--- src/rtl/hamming_uart_tx_param.sv ---
// Hamming(N,DATA_W) encoder feeding a framed, LSB-first UART transmitter; one word in flight.
// Optional overall-parity (SECDED) bit after the codeword when HAMMING_SECDED_EN is defined.
module hamming_uart_tx_param #(
    parameter int DATA_W       = 11,
    parameter int CLKS_PER_BIT = 4,
    parameter int STOP_BITS    = 1
) (
    input  logic              clk_tx,
    input  logic              rst_tx,
    input  logic [DATA_W-1:0] msg_in_tx,
    input  logic              valid_tx,
    output logic              ready_tx,
    output logic              msg_out_tx,
    output logic              busy_tx
);

    // Smallest P with 2^P >= DATA_W + P + 1.
    function automatic int calc_parity_bits(input int dw);
        int p;
        p = 0;
        for (int k = 1; k <= 7; k++) begin
            if (p == 0 && (1 << k) >= dw + k + 1) p = k;
        end
        return p;
    endfunction

    localparam int P      = calc_parity_bits(DATA_W);
    localparam int N      = DATA_W + P;
    localparam int BAUD_W = (CLKS_PER_BIT > 1) ? $clog2(CLKS_PER_BIT) : 1;
    localparam int BIT_W  = $clog2(N);

    localparam logic [BAUD_W-1:0] BAUD_LAST = BAUD_W'(CLKS_PER_BIT - 1);
    localparam logic [BIT_W-1:0]  BIT_LAST  = BIT_W'(N - 1);
    localparam logic [BIT_W-1:0]  STOP_LAST = BIT_W'(STOP_BITS - 1);

    typedef enum logic [2:0] {
        ST_IDLE,
        ST_START,
        ST_DATA,
`ifdef HAMMING_SECDED_EN
        ST_PAR,
`endif
        ST_STOP
    } state_t;

    // Bit i of the result is codeword position i+1; built by shifting so no variable indexing is needed.
    function automatic logic [N-1:0] encode(input logic [DATA_W-1:0] d);
        logic [N-1:0]      cw;
        logic [N-1:0]      mask;
        logic [DATA_W-1:0] rem;
        logic              par;
        cw  = '0;
        rem = d;
        for (int pos = 1; pos <= N; pos++) begin
            if ((pos & (pos - 1)) == 0) begin
                cw = {1'b0, cw[N-1:1]};
            end else begin
                cw  = {rem[0], cw[N-1:1]};
                rem = rem >> 1;
            end
        end
        for (int k = 0; k < P; k++) begin
            mask = '0;
            for (int pos = 1; pos <= N; pos++) begin
                mask = {((pos >> k) & 1) != 0, mask[N-1:1]};
            end
            par = ^(cw & mask);
            cw  = cw | (N'(par) << ((1 << k) - 1));
        end
        return cw;
    endfunction

    state_t            state_q, state_d;
    logic [BAUD_W-1:0] baud_q, baud_d;
    logic [BIT_W-1:0]  bit_cnt_q, bit_cnt_d;
    logic [N-1:0]      cw_q, cw_d;
    logic              line_q, line_d;
    logic              bit_done;

    // NOTE: every variable gets a default at the top of always_comb so no path leaves it unassigned (no latches).
    always_comb begin
        state_d   = state_q;
        baud_d    = baud_q;
        bit_cnt_d = bit_cnt_q;
        cw_d      = cw_q;
        line_d    = 1'b1;
        bit_done  = (baud_q == BAUD_LAST);

        case (state_q)
            ST_IDLE: begin
                if (valid_tx) begin
                    cw_d      = encode(msg_in_tx);
                    state_d   = ST_START;
                    baud_d    = '0;
                    bit_cnt_d = '0;
                end
            end
            ST_START: begin
                if (bit_done) begin
                    state_d   = ST_DATA;
                    baud_d    = '0;
                    bit_cnt_d = '0;
                end else begin
                    baud_d = baud_q + 1'b1;
                end
            end
            ST_DATA: begin
                if (bit_done) begin
                    baud_d = '0;
                    if (bit_cnt_q == BIT_LAST) begin
                        bit_cnt_d = '0;
`ifdef HAMMING_SECDED_EN
                        state_d   = ST_PAR;
`else
                        state_d   = ST_STOP;
`endif
                    end else begin
                        bit_cnt_d = bit_cnt_q + 1'b1;
                    end
                end else begin
                    baud_d = baud_q + 1'b1;
                end
            end
`ifdef HAMMING_SECDED_EN
            ST_PAR: begin
                if (bit_done) begin
                    state_d   = ST_STOP;
                    baud_d    = '0;
                    bit_cnt_d = '0;
                end else begin
                    baud_d = baud_q + 1'b1;
                end
            end
`endif
            ST_STOP: begin
                if (bit_done) begin
                    baud_d = '0;
                    if (bit_cnt_q == STOP_LAST) begin
                        state_d   = ST_IDLE;
                        bit_cnt_d = '0;
                    end else begin
                        bit_cnt_d = bit_cnt_q + 1'b1;
                    end
                end else begin
                    baud_d = baud_q + 1'b1;
                end
            end
            default: begin
                state_d   = ST_IDLE;
                baud_d    = '0;
                bit_cnt_d = '0;
            end
        endcase

        // The line register is loaded from the upcoming state so the start bit shows the cycle after accept.
        case (state_d)
            ST_START: line_d = 1'b0;
            ST_DATA:  line_d = cw_d[bit_cnt_d];
`ifdef HAMMING_SECDED_EN
            ST_PAR:   line_d = ^cw_d;
`endif
            default:  line_d = 1'b1;
        endcase
    end

    // NOTE: sequential state uses non-blocking assignments so all flops update from pre-edge values.
    always_ff @(posedge clk_tx) begin
        if (rst_tx) begin
            state_q   <= ST_IDLE;
            baud_q    <= '0;
            bit_cnt_q <= '0;
            cw_q      <= '0;
            line_q    <= 1'b1;
        end else begin
            state_q   <= state_d;
            baud_q    <= baud_d;
            bit_cnt_q <= bit_cnt_d;
            cw_q      <= cw_d;
            line_q    <= line_d;
        end
    end

    assign ready_tx   = (state_q == ST_IDLE);
    assign busy_tx    = (state_q != ST_IDLE);
    assign msg_out_tx = line_q;

endmodule

--- config.mk ---
export PLATFORM = sky130hd
export DESIGN_NAME = hamming_uart_tx_param
export DESIGN_NICKNAME = d
export VERILOG_FILES = /design/src/rtl/hamming_uart_tx_param.sv
export SDC_FILE = /design/constraint.sdc
export NUM_CORES = 1
export LEC_CHECK = 0
export BUFFER_PORTS_ARGS = -buffer_cell sky130_fd_sc_hd__buf_2
export CORE_ASPECT_RATIO = 1.4
export CORE_MARGIN = 4
export CORE_UTILIZATION = 40
export DETAILED_ROUTE_END_ITERATION = 7
export MAX_ROUTING_LAYER = met4
export SETUP_SLACK_MARGIN = 0.4
export SYNTH_ARGS = -nofsm -noshare
export SYNTH_HDL_FRONTEND = slang
export SYNTH_SLANG_ARGS = --single-unit
--- constraint.sdc ---
create_clock -name clk_tx -period 2.2 [get_ports clk_tx]
set_clock_uncertainty 0.1 [all_clocks]
set_input_delay 0.44 -clock clk_tx [delete_from_list [all_inputs] [get_ports clk_tx]]
set_output_delay 0.44 -clock clk_tx [all_outputs]
set_load 0.005 [all_outputs]
**After elaboration in Yosys (flattened, before gate mapping)**

Index checks and enable logic that the tools add are counted.

- Divide/modulo/power cells: 0
- Add/sub/neg operators: 2
- Reductions and logical operators: 8
- Shift operators: 0
- Equality and inequality tests: 8
- Order comparisons: 1
- Bitwise logic cells: 4
- Multipliers: 0
- Mux-type cells: 24

Operators by type and width:

| kind | number |
|---|---|
| $mux W15 | 4 |
| $reduce_xor A15 Y1 | 4 |
| $mux W4 | 6 |
| $mux W3 | 6 |
| $pmux W4 S4 | 1 |
| $or A15 B1 Y15 | 1 |
| $or A15 B2 Y15 | 1 |
| $or A15 B4 Y15 | 1 |
| $or A15 B8 Y15 | 1 |
| $pmux W3 S4 | 1 |
| $eq A3 B2 Y1 const B | 3 |
| $eq A3 B1 Y1 const B | 2 |
| $lt A4 B5 Y1 const B | 1 |
| $add A4 B1 Y4 const B | 1 |
| $bmux W1 S4 | 1 |
| $eq A4 B4 Y1 const B | 1 |
| $logic_not A4 Y1 | 1 |
| $mux W2 | 2 |
| $pmux W2 S2 | 1 |
| $logic_not A3 Y1 | 1 |
| $reduce_bool A3 Y1 | 1 |
| $reduce_or A3 Y1 | 1 |
| $add A2 B1 Y2 const B | 1 |
| $eq A2 B2 Y1 const B | 1 |
| 3 further kinds | 3 |

- Bits in read-only memories: 0
- Latch bits: 0
- Memories kept: 0
- Input port bits: 14
- Word-level logic and storage cells: 52
- Register bits after elaboration: 25
- Output and inout bits: 3
- RAM bits: 0

**Logic depth before layout (Yosys ltp)**

Gate-level depths: netlist (run 1).

- Depth after elaboration: 15
- Mapped depth: 9
- Depth with buffers taken out: 9

**Worst setup path after synthesis (run 1)**

Ideal clock, no wire load.

- Path type: reg-to-reg
- Start: reg bit_cnt_q[0]
- End: reg line_q (netlist: msg_out_tx)
- Setup time: 0.133 ns
- Path buffers: 0
- Setup slack: -0.036 ns
- Period minus slack after synthesis: 2.236 ns
- Stages on the path, launching flop included: 10
- Arrival time: 2.002 ns
- Required time: 1.967 ns
- Path through: dfxtp_1 inv_1 ha_1 and4bb_2 nor4_1 a21oi_2 mux2i_1 mux2_2 o221ai_1 o311ai_1

- Word-level cells in the longest chain between the ends: 7
- Elaborated cells on any way between the ends: 20
- Classes of those cells: 1 x add/sub; 3 x eq/ne; 15 x mux; 1 x reduce/logical

Ends and longest elaborated chain:

| what | RTL line | RTL |
|---|---|---|
| start, declared | 75 | `logic [BIT_W-1:0] bit_cnt_q, bit_cnt_d;` |
| start signal, assigned | 177 | `bit_cnt_q <= bit_cnt_d;` |
| $add A4 B1 Y4, or another cell as far along | 118, 142 |  |
| $mux W4 (on tied branches) | 138, 110 |  |
| $mux W4 (on tied branches) | 136, 108 |  |
| $pmux W4 S4 | 89 | `case (state_q)` |
| $bmux W1 S4 | 158 | `ST_DATA: line_d = cw_d[bit_cnt_d];` |
| $mux W1 (implied by the code) | 158 |  |
| $pmux W1 S2 (*) | 156 | `case (state_d)` |
| end signal, assigned | 179 | `line_q <= line_d;` |
| end, declared | 77 | `logic line_q, line_d;` |

Mark *: on every way between the ends. The rest lies on a longest branch, timed or not. The select of a mux whose other input is x is not followed.
A chain may end at the register's enable or synchronous reset.

**Worst setup path after layout (run 1)**

- Start: reg bit_cnt_q[1]
- End: reg line_q (netlist: msg_out_tx)

Same word-level chain as after synthesis.

==> out/summary.txt, run 1 <==
antenna violations before repair: 0
die width: 59.9 um
worst stage delay on the critical path: 0.37 ns
# rows: 26
Synth cell types: 48
Final WS setup: 0.0838 ns
sw power: 256 uW
Required @ worst endpoint: 2.25 ns
first-pass GRT wire length: 5.95 mm
outcome: finished, final reports clean
Max Freq: 473 MHz
DRT iter0 DRCs: 61
hold path cells: 3
grt total ovfl: 0
Comb pwr share: 22.0%
port buffer count: 16
Design Area, Final: 1930 um^2
Hold Path Sink: cw_q[9]$_SDFF_PP0_
Total GRT Usage: 16.1%
Hold Crit Start: msg_in_tx[5]
crit path DAT: 2.17 ns
Cells after Synth: 168
largest net degree at the start of global routing: 20
fillers: 343
async set or reset register ratio after synthesis: 0%
synthesis-to-finish area growth: 28.3%
RSZ-0062 raised after global routing: true
CP Capture Type: flip-flop
area occupied by multi-input gates: 1080 um^2
Worst-path clk slew: 0.09 ns
post-synthesis sequential area ratio: 33.2%
Setup Buffers After CTS: 0
die area: 4830 um^2
Netlist Area Pre-Place: 1510 um^2
Core ar.: 3640 um^2
Synth Flop Type: dfxtp_1
final hold violations: 0
Sequential Power Share: 49.8%
Post-synth EDFFs: 0
clk_lat worst skew: 0.27 ns
crit path buf inv count: 1
MaxCap Viol Count: 0
R2R cell count: 9
Seq. cell area: 508 um^2
maximum VDD drop: 0.472 mV
Root Driver: clkbuf_8
Vert. Die Dim: 80.6 um
largest delay contributor family on the critical path: simple AND/OR/NAND/NOR gates
initial core utilization: 41.3%
clock buffer count from CTS: 3
Leak: 0.000810 uW
largest area contributor in the netlist: dfxtp_1
Max Fanout on Critical Path: 4
reg-to-reg slack, setup: 0.08 ns
remaining antenna violation count: 0
routed via count: 1280
sw frac: 26.4%
layout cells sized above 1: 37.1%
io pins: 17
drt pass-1 iters: 4
HPWL after DPL: 2.71 mm
drt drc: 0
slowest stage cell, crit path: dfxtp_4
Final Cycle Share: 96.2%
Hold WC Path Type: in -> reg
total internal power: 712 uW
utilization after layout: 53.1%
Post-Layout Cell Count: 236
Max Transition Viols Final: 0
CP startpoint kind: flip-flop
min Tclk post-route: 2.12 ns
CTS max path bufs: 2
final wirelength: 3.47 mm
Power per Cell Area: 501 nW/um^2
CTS sink cnt: 25
CTS tree: done
vias in the first global route: 1364
Synth top area share: 33.2%
Cell Chain, Critical Path: inv_2 -> ha_4 -> and4bb_4 -> nor4_4 -> a21oi_4 -> mux2i_1 -> mux2_4 -> o221ai_2 -> o311ai_1
Net Count, Synth: 186
synth warn: 0
Nets: 213
number of H-tree levels: 1
RePlAce Congestion: 0.816
dpl ws: -0.0494 ns
Vias/cell: 5.42
Diodes inserted: 0
kind of critical path: reg -> reg
Seq cells post-synth: 25
Synth Area per Inst: 8.97 um^2
Clock power frac: 28.2%
Final Setup Violations: 0
Worst R2R End: msg_out_tx$_SDFF_PP1_
RR Startpoint: bit_cnt_q[1]$_SDFF_PP0_
WL/cell: 14.7 um
hold buffer count at CTS: 0
dpl cells: 232
placement-stage cell area: 1770 um^2
ranking of synthesized cells by area: dfxtp_1 33%, mux2i_1 10%, xnor2_1 7.6%, nor2_1 7.0%, a21oi_1 3.3%
-- Yosys cell counts (3+ instances only) --
master and n:
o21ai_0 3, nor3_1 3, a21oi_1 10, clkbuf_1 5, nor2_1 28, nand2_1 5, a31oi_1 3, a211oi_1 3
xnor2_1 13, inv_1 6, dfxtp_1 25, ha_1 4, mux2i_1 15
-- area by class of cell --
cell class	instances	share of cell area [%]
clock buffers	4	2.33
repair buffers	30	11.1
multi-input cells	128	56.1
inverters	7	1.55
flip-flops and latches	25	26.3
well taps	42	2.72
-- power groups by stage --
stage | clock network [uW] | logic [uW] | registers [uW]
3_5_place_dp | 0 | 209 | 493
6_report | 272 | 213 | 482
3_3_place_gp | 0 | 203 | 492
5_1_grt | 296 | 232 | 485
4_1_cts | 272 | 210 | 482
2_1_floorplan | 0 | 149 | 489
-- layout by cell type (no fill, tap or decap), types with 4 or more instances in the layout --
master,netlist,routed
nor2_1,28,27
inv_1,6,4
nand2_1,5,5
buf_2,2,16
a21oi_1,10,8
mux2i_1,15,13
dfxtp_1,25,21
buf_4,0,11
xnor2_1,13,13
-- worst max-delay path by stage --
stage | start | to | slack [ns] | cells past startpoint
2_1_floorplan | bit_cnt_q[0]$_SDFF_PP0_ | msg_out_tx$_SDFF_PP1_ | 0.12 | 9
3_3_place_gp | msg_in_tx[6] | msg_out_tx$_SDFF_PP1_ | -0.03 | 8
3_5_place_dp | msg_in_tx[6] | msg_out_tx$_SDFF_PP1_ | -0.05 | 8
4_1_cts | bit_cnt_q[1]$_SDFF_PP0_ | msg_out_tx$_SDFF_PP1_ | 0.008 | 9
5_1_grt | bit_cnt_q[1]$_SDFF_PP0_ | msg_out_tx$_SDFF_PP1_ | -0.01 | 9
6_report | bit_cnt_q[1]$_SDFF_PP0_ | msg_out_tx$_SDFF_PP1_ | 0.08 | 9
-- metrics by stage --
step / total power [uW] / hold slack [ns] / TNS (ns)
floorplan: 639 / 0.355 / 0
global placement: 696 / 0.368 / -0.0269
detailed placement: 702 / 0.385 / -0.0494
CTS: 964 / 0.372 / 0
global route: 1010 / 0.404 / -0.0128
finish: 968 / 0.370 / 0
-- logic make-up (layout without fill, tap and decap cells) --
family                   after synthesis  after routing  share of synthesized area [%]
AO/OA/AOI/OAI                         33             33                           16.1
XOR/XNOR                              17             17                           11.9
adder cells (fa/ha/maj)                4              4                           3.32
buffers and inverters                 15             41                           4.48
flip-flops                            25             25                           33.2
multiplexers                          17             17                           11.5
other                                  1              1                          0.249
AND/OR/NAND/NOR                       56             56                           19.3
-- repair_timing --
item                       CTS  global route
setup endpoints to repair    3             5
pin swaps                    4             7
gates cloned                 0             0
hold endpoints to repair     0             0
resized for setup            6            21
-- worst register-to-register path, stage by stage, from the launching register on --
cell and delay (ns):
dfxtp_4 0.37, inv_2 0.05, ha_4 0.15, and4bb_4 0.22, nor4_4 0.31, a21oi_4 0.10
mux2i_1 0.14, mux2_4 0.28, o221ai_2 0.16, o311ai_1 0.12
-- metal layers --
metal	vias up	GRT usage (%)	routed length (um)
met1	616	16.0	1360
li1	642	-	-
met3	4	1.45	81
met5	-	-	0
met2	18	31.9	1990
met4	0	3.99	43
-- registers in the layout, indices dropped and copies added, names as in the netlist --
register / flops
msg_out_tx: 1
baud_q: 2
bit_cnt_q: 4
cw_q: 15
state_q: 3
(Power assumes the default switching activity.)
==> run 2, diff against run 1 <==
--- a/config.mk
+++ b/config.mk
@@ -5,6 +5,7 @@
 export SDC_FILE = /design/constraint.sdc
 export NUM_CORES = 1
 export LEC_CHECK = 0
+export ABC_AREA = 1
 export BUFFER_PORTS_ARGS = -buffer_cell sky130_fd_sc_hd__buf_2
 export CORE_ASPECT_RATIO = 1.4
 export CORE_MARGIN = 4
==> out/summary.txt, run 2 <==
final setup TNS: 0 ns (unchanged)
routed via count: 2030 (was 1280)
Nets: 377 (was 213)
first-pass GRT wire length: 8.63 mm (was 5.95 mm)
Final Cycle Share: 81.9% (was 96.2%)
initial core utilization: 42.1% (was 41.3%)
drt pass-1 iters: 4 (unchanged)
Seq cells post-synth: 25 (unchanged)
Synth Area in Compound Gates: 6.44% (was 16.1%)
CP startpoint kind: flip-flop (unchanged)
Final Hold Slack: 0.408 ns (was 0.370 ns)
MaxCap Viol Count: 0 (unchanged)
crit path DAT: 1.88 ns (was 2.17 ns)
die width: 66.9 um (was 59.9 um)
CTS tree: done (unchanged)
Worst-path clk slew: 0.09 ns (about the same)
Total GRT Usage: 18.5% (was 16.1%)
Max Freq: 555 MHz (was 473 MHz)
synthesis-to-finish area growth: 25.3% (was 28.3%)
reg-to-reg slack, setup: 0.40 ns (was 0.08 ns)
Synth Area in Simple Gates: 54.3% (was 19.3%)
Critical Path Source: baud_q[0]$_SDFFE_PP0P_ (was bit_cnt_q[1]$_SDFF_PP0_)
port buffer count: 16 (unchanged)
Worst R2R End: msg_out_tx$_SDFF_PP1_ (unchanged)
Hold WC Path Type: reg -> reg (was in -> reg)
die area: 6050 um^2 (was 4830 um^2)
Vias/cell: 4.83 (was 5.42)
async set or reset register ratio after synthesis: 0% (unchanged)
outcome: finished, final reports clean (unchanged)
xor-xnor portion of the synthesized cell area: 0.902% (was 11.9%)
post-synthesis sequential area ratio: 25.8% (was 33.2%)
ranking of synthesized cells by area: nand2_1 26%, dfxtp_1 26%, nand3_1 7.2%, nor2_1 6.8%, inv_1 6.2% (was dfxtp_1 33%, mux2i_1 10%, xnor2_1 7.6%, nor2_1 7.0%, a21oi_1 3.3%)
RSZ-0062 raised after global routing: true (unchanged)
Cells after Synth: 328 (was 168)
kind of critical path: reg -> reg (unchanged)
hold buffer count at CTS: 0 (unchanged)
largest register by flop count: cw_q (unchanged)
min Tclk post-route: 1.80 ns (was 2.12 ns)
Diodes inserted: 0 (unchanged)
HPWL after DPL: 3.71 mm (was 2.71 mm)
utilization after layout: 52.8% (was 53.1%)
post-synthesis mux area share: 0% (was 11.5%)
Power per Cell Area: 418 nW/um^2 (was 501 nW/um^2)
most frequent cells after synthesis: 134 x nand2_1, 35 x nor2_1, 32 x inv_1, 28 x nand3_1, 25 x dfxtp_1 (was 28 x nor2_1, 25 x dfxtp_1, 15 x mux2i_1, 13 x xnor2_1, 10 x a21oi_1)
grt total ovfl: 0 (unchanged)
largest net degree at the start of global routing: 25 (was 20)
maximum VDD drop: 0.227 mV (was 0.472 mV)
DRT iter0 DRCs: 91 (was 61)
layout cells sized above 1: 29.1% (was 37.1%)
Vert. Die Dim: 90.4 um (was 80.6 um)
Required @ worst endpoint: 2.28 ns (was 2.25 ns)
Max Transition Viols Final: 0 (unchanged)
RR Startpoint: baud_q[0]$_SDFFE_PP0P_ (was bit_cnt_q[1]$_SDFF_PP0_)
# rows: 29 (was 26)
R2R cell count: 16 (was 9)
clk_lat worst skew: 0.28 ns (was 0.27 ns)
clock buffer count from CTS: 3 (unchanged)
drt drc: 0 (unchanged)
Synth Area per Inst: 5.92 um^2 (was 8.97 um^2)
Root Driver: clkbuf_8 (unchanged)
most frequent cells in the layout: 123 x nand2_1, 32 x nor2_1, 28 x inv_1 (was 27 x nor2_1, 21 x dfxtp_1, 16 x buf_2)
Leak: 0.00123 uW (was 0.000810 uW)
CTS max path bufs: 2 (unchanged)
CP Capture Type: flip-flop (unchanged)
final wirelength: 5.11 mm (was 3.47 mm)
Post-synth EDFFs: 0 (unchanged)
largest family of logic cells by synthesized area: simple AND/OR/NAND/NOR gates (unchanged)
Netlist Area Pre-Place: 1940 um^2 (was 1510 um^2)
max FFs per register: 15 (unchanged)
Max Fanout on Critical Path: 8 (was 4)
io pins: 17 (unchanged)
RePlAce Congestion: 0.889 (was 0.816)
Synth cell types: 31 (was 48)
largest area contributor in the netlist: nand2_1 (was dfxtp_1)
Net Count, Synth: 346 (was 186)
Synth Flop Type: dfxtp_1 (unchanged)
largest registers: cw_q (15), bit_cnt_q (4), state_q (3) (unchanged)
top-count cell post-synth: nand2_1 (was nor2_1)
vias in the first global route: 1972 (was 1364)
CP endpoint: msg_out_tx$_SDFF_PP1_ (unchanged)
synth warn: 0 (unchanged)
number of H-tree levels: 1 (unchanged)
Core ar.: 4610 um^2 (was 3640 um^2)
WL/cell: 12.2 um (was 14.7 um)
remaining antenna violation count: 0 (unchanged)
commonest non-fill, non-tap cell in the layout: nand2_1 (was nor2_1)
adder-cell area share of the yosys netlist: 2.58% (was 3.32%)
Synth top area share: 25.9% (was 33.2%)
Final Setup Violations: 0 (unchanged)
final hold violations: 0 (unchanged)
CTS sink cnt: 25 (unchanged)
antenna violations before repair: 0 (unchanged)
==> run 2: cell types whose count changed after synthesis, moves of 4 or more <==
| cell | before | now |
|---|---|---|
| a21oi_1 | 10 | 4 |
| nand2_1 | 5 | 134 |
| nor2_1 | 28 | 35 |
| or2_0 | 0 | 4 |
| nand3_1 | 0 | 28 |
| inv_1 | 6 | 32 |
| o21ai_1 | 0 | 7 |
| xnor2_1 | 13 | 1 |
| nand2_2 | 0 | 9 |
| nand4_1 | 0 | 6 |
| inv_2 | 0 | 6 |
| mux2i_1 | 15 | 0 |
==> run 2: what timing repair did <==
item	CTS	global route
cloned	0	1
pin swaps	11	21
buffers inserted	9	4
gates resized for setup	29	33
setup endpoints to repair	2	2
==> run 2: worst min path at each step <==
stage,from,to,depth (start not counted)
finish,cw_q[4]$_SDFF_PP0_,cw_q[4]$_SDFF_PP0_,2
global placement,baud_q[0]$_SDFFE_PP0P_,baud_q[0]$_SDFFE_PP0P_,1
detailed placement,baud_q[0]$_SDFFE_PP0P_,baud_q[0]$_SDFFE_PP0P_,1
floorplan,baud_q[0]$_SDFFE_PP0P_,baud_q[0]$_SDFFE_PP0P_,1
global route,cw_q[8]$_SDFF_PP0_,cw_q[8]$_SDFF_PP0_,2
CTS,cw_q[5]$_SDFF_PP0_,cw_q[5]$_SDFF_PP0_,2
==> run 2: power breakdown <==
group	internal [uW]	switching [uW]	total [uW]
clock network	127	159	286
logic	91.9	156	248
registers	472	11.4	483
total	691	326	1020
==> run 2: metal layers <==
metal  share of wire (%)  wire length [um]  global-route usage (%)  vias up
met1                  39              1990                    19.6      907
met4                 3.7               191                    9.98        0
met2                  55              2810                    32.8       33
met3                 2.2               113                    1.62       13
li1                    -                 -                       -     1077
met5                   0                 0                       -        -
==> run 2: worst max-delay path, stage by stage, from the launching register on <==
cell and delay [ns]:
dfxtp_2 0.36, ha_4 0.17, inv_4 0.06, o21ai_0 0.17, nand3_1 0.09, nand2_1 0.08
inv_2 0.05, nand2_4 0.10, nand2_2 0.05, nand2_1 0.05, inv_1 0.04, nand2_1 0.04
nand2_1 0.05, nor2_1 0.10, nor2_2 0.05, nor2_1 0.08, nor2_1 0.05
==> run 2: layout make-up <==
cell class	count	area [um^2]
fillers	494	2180
repair inverters	1	8.76
flip-flops and latches	25	519
clock inverters	1	5.00
repair buffers	30	196
clock buffers	3	41.3
well taps	62	77.6
multi-input cells	259	1410
inverters	39	176
==> run 2: cells by family after synthesis <==
group,count (synthesis)
AO/OA/AOI/OAI,20
AND/OR/NAND/NOR,232
flip-flops,25
buffers and inverters,44
other,1
adder cells (fa/ha/maj),4
XOR/XNOR,2
==> run 2: stage by stage <==
stage,std cells,cell area [um^2],setup WS [ns],power (uW)
3_5_place_dp,402,2070,0.133,714
5_1_grt,420,2430,0.270,1080
6_report,420,2430,0.399,1020
2_1_floorplan,328,1940,0.401,655
4_1_cts,415,2280,0.403,1000
3_3_place_gp,402,2070,0.171,714
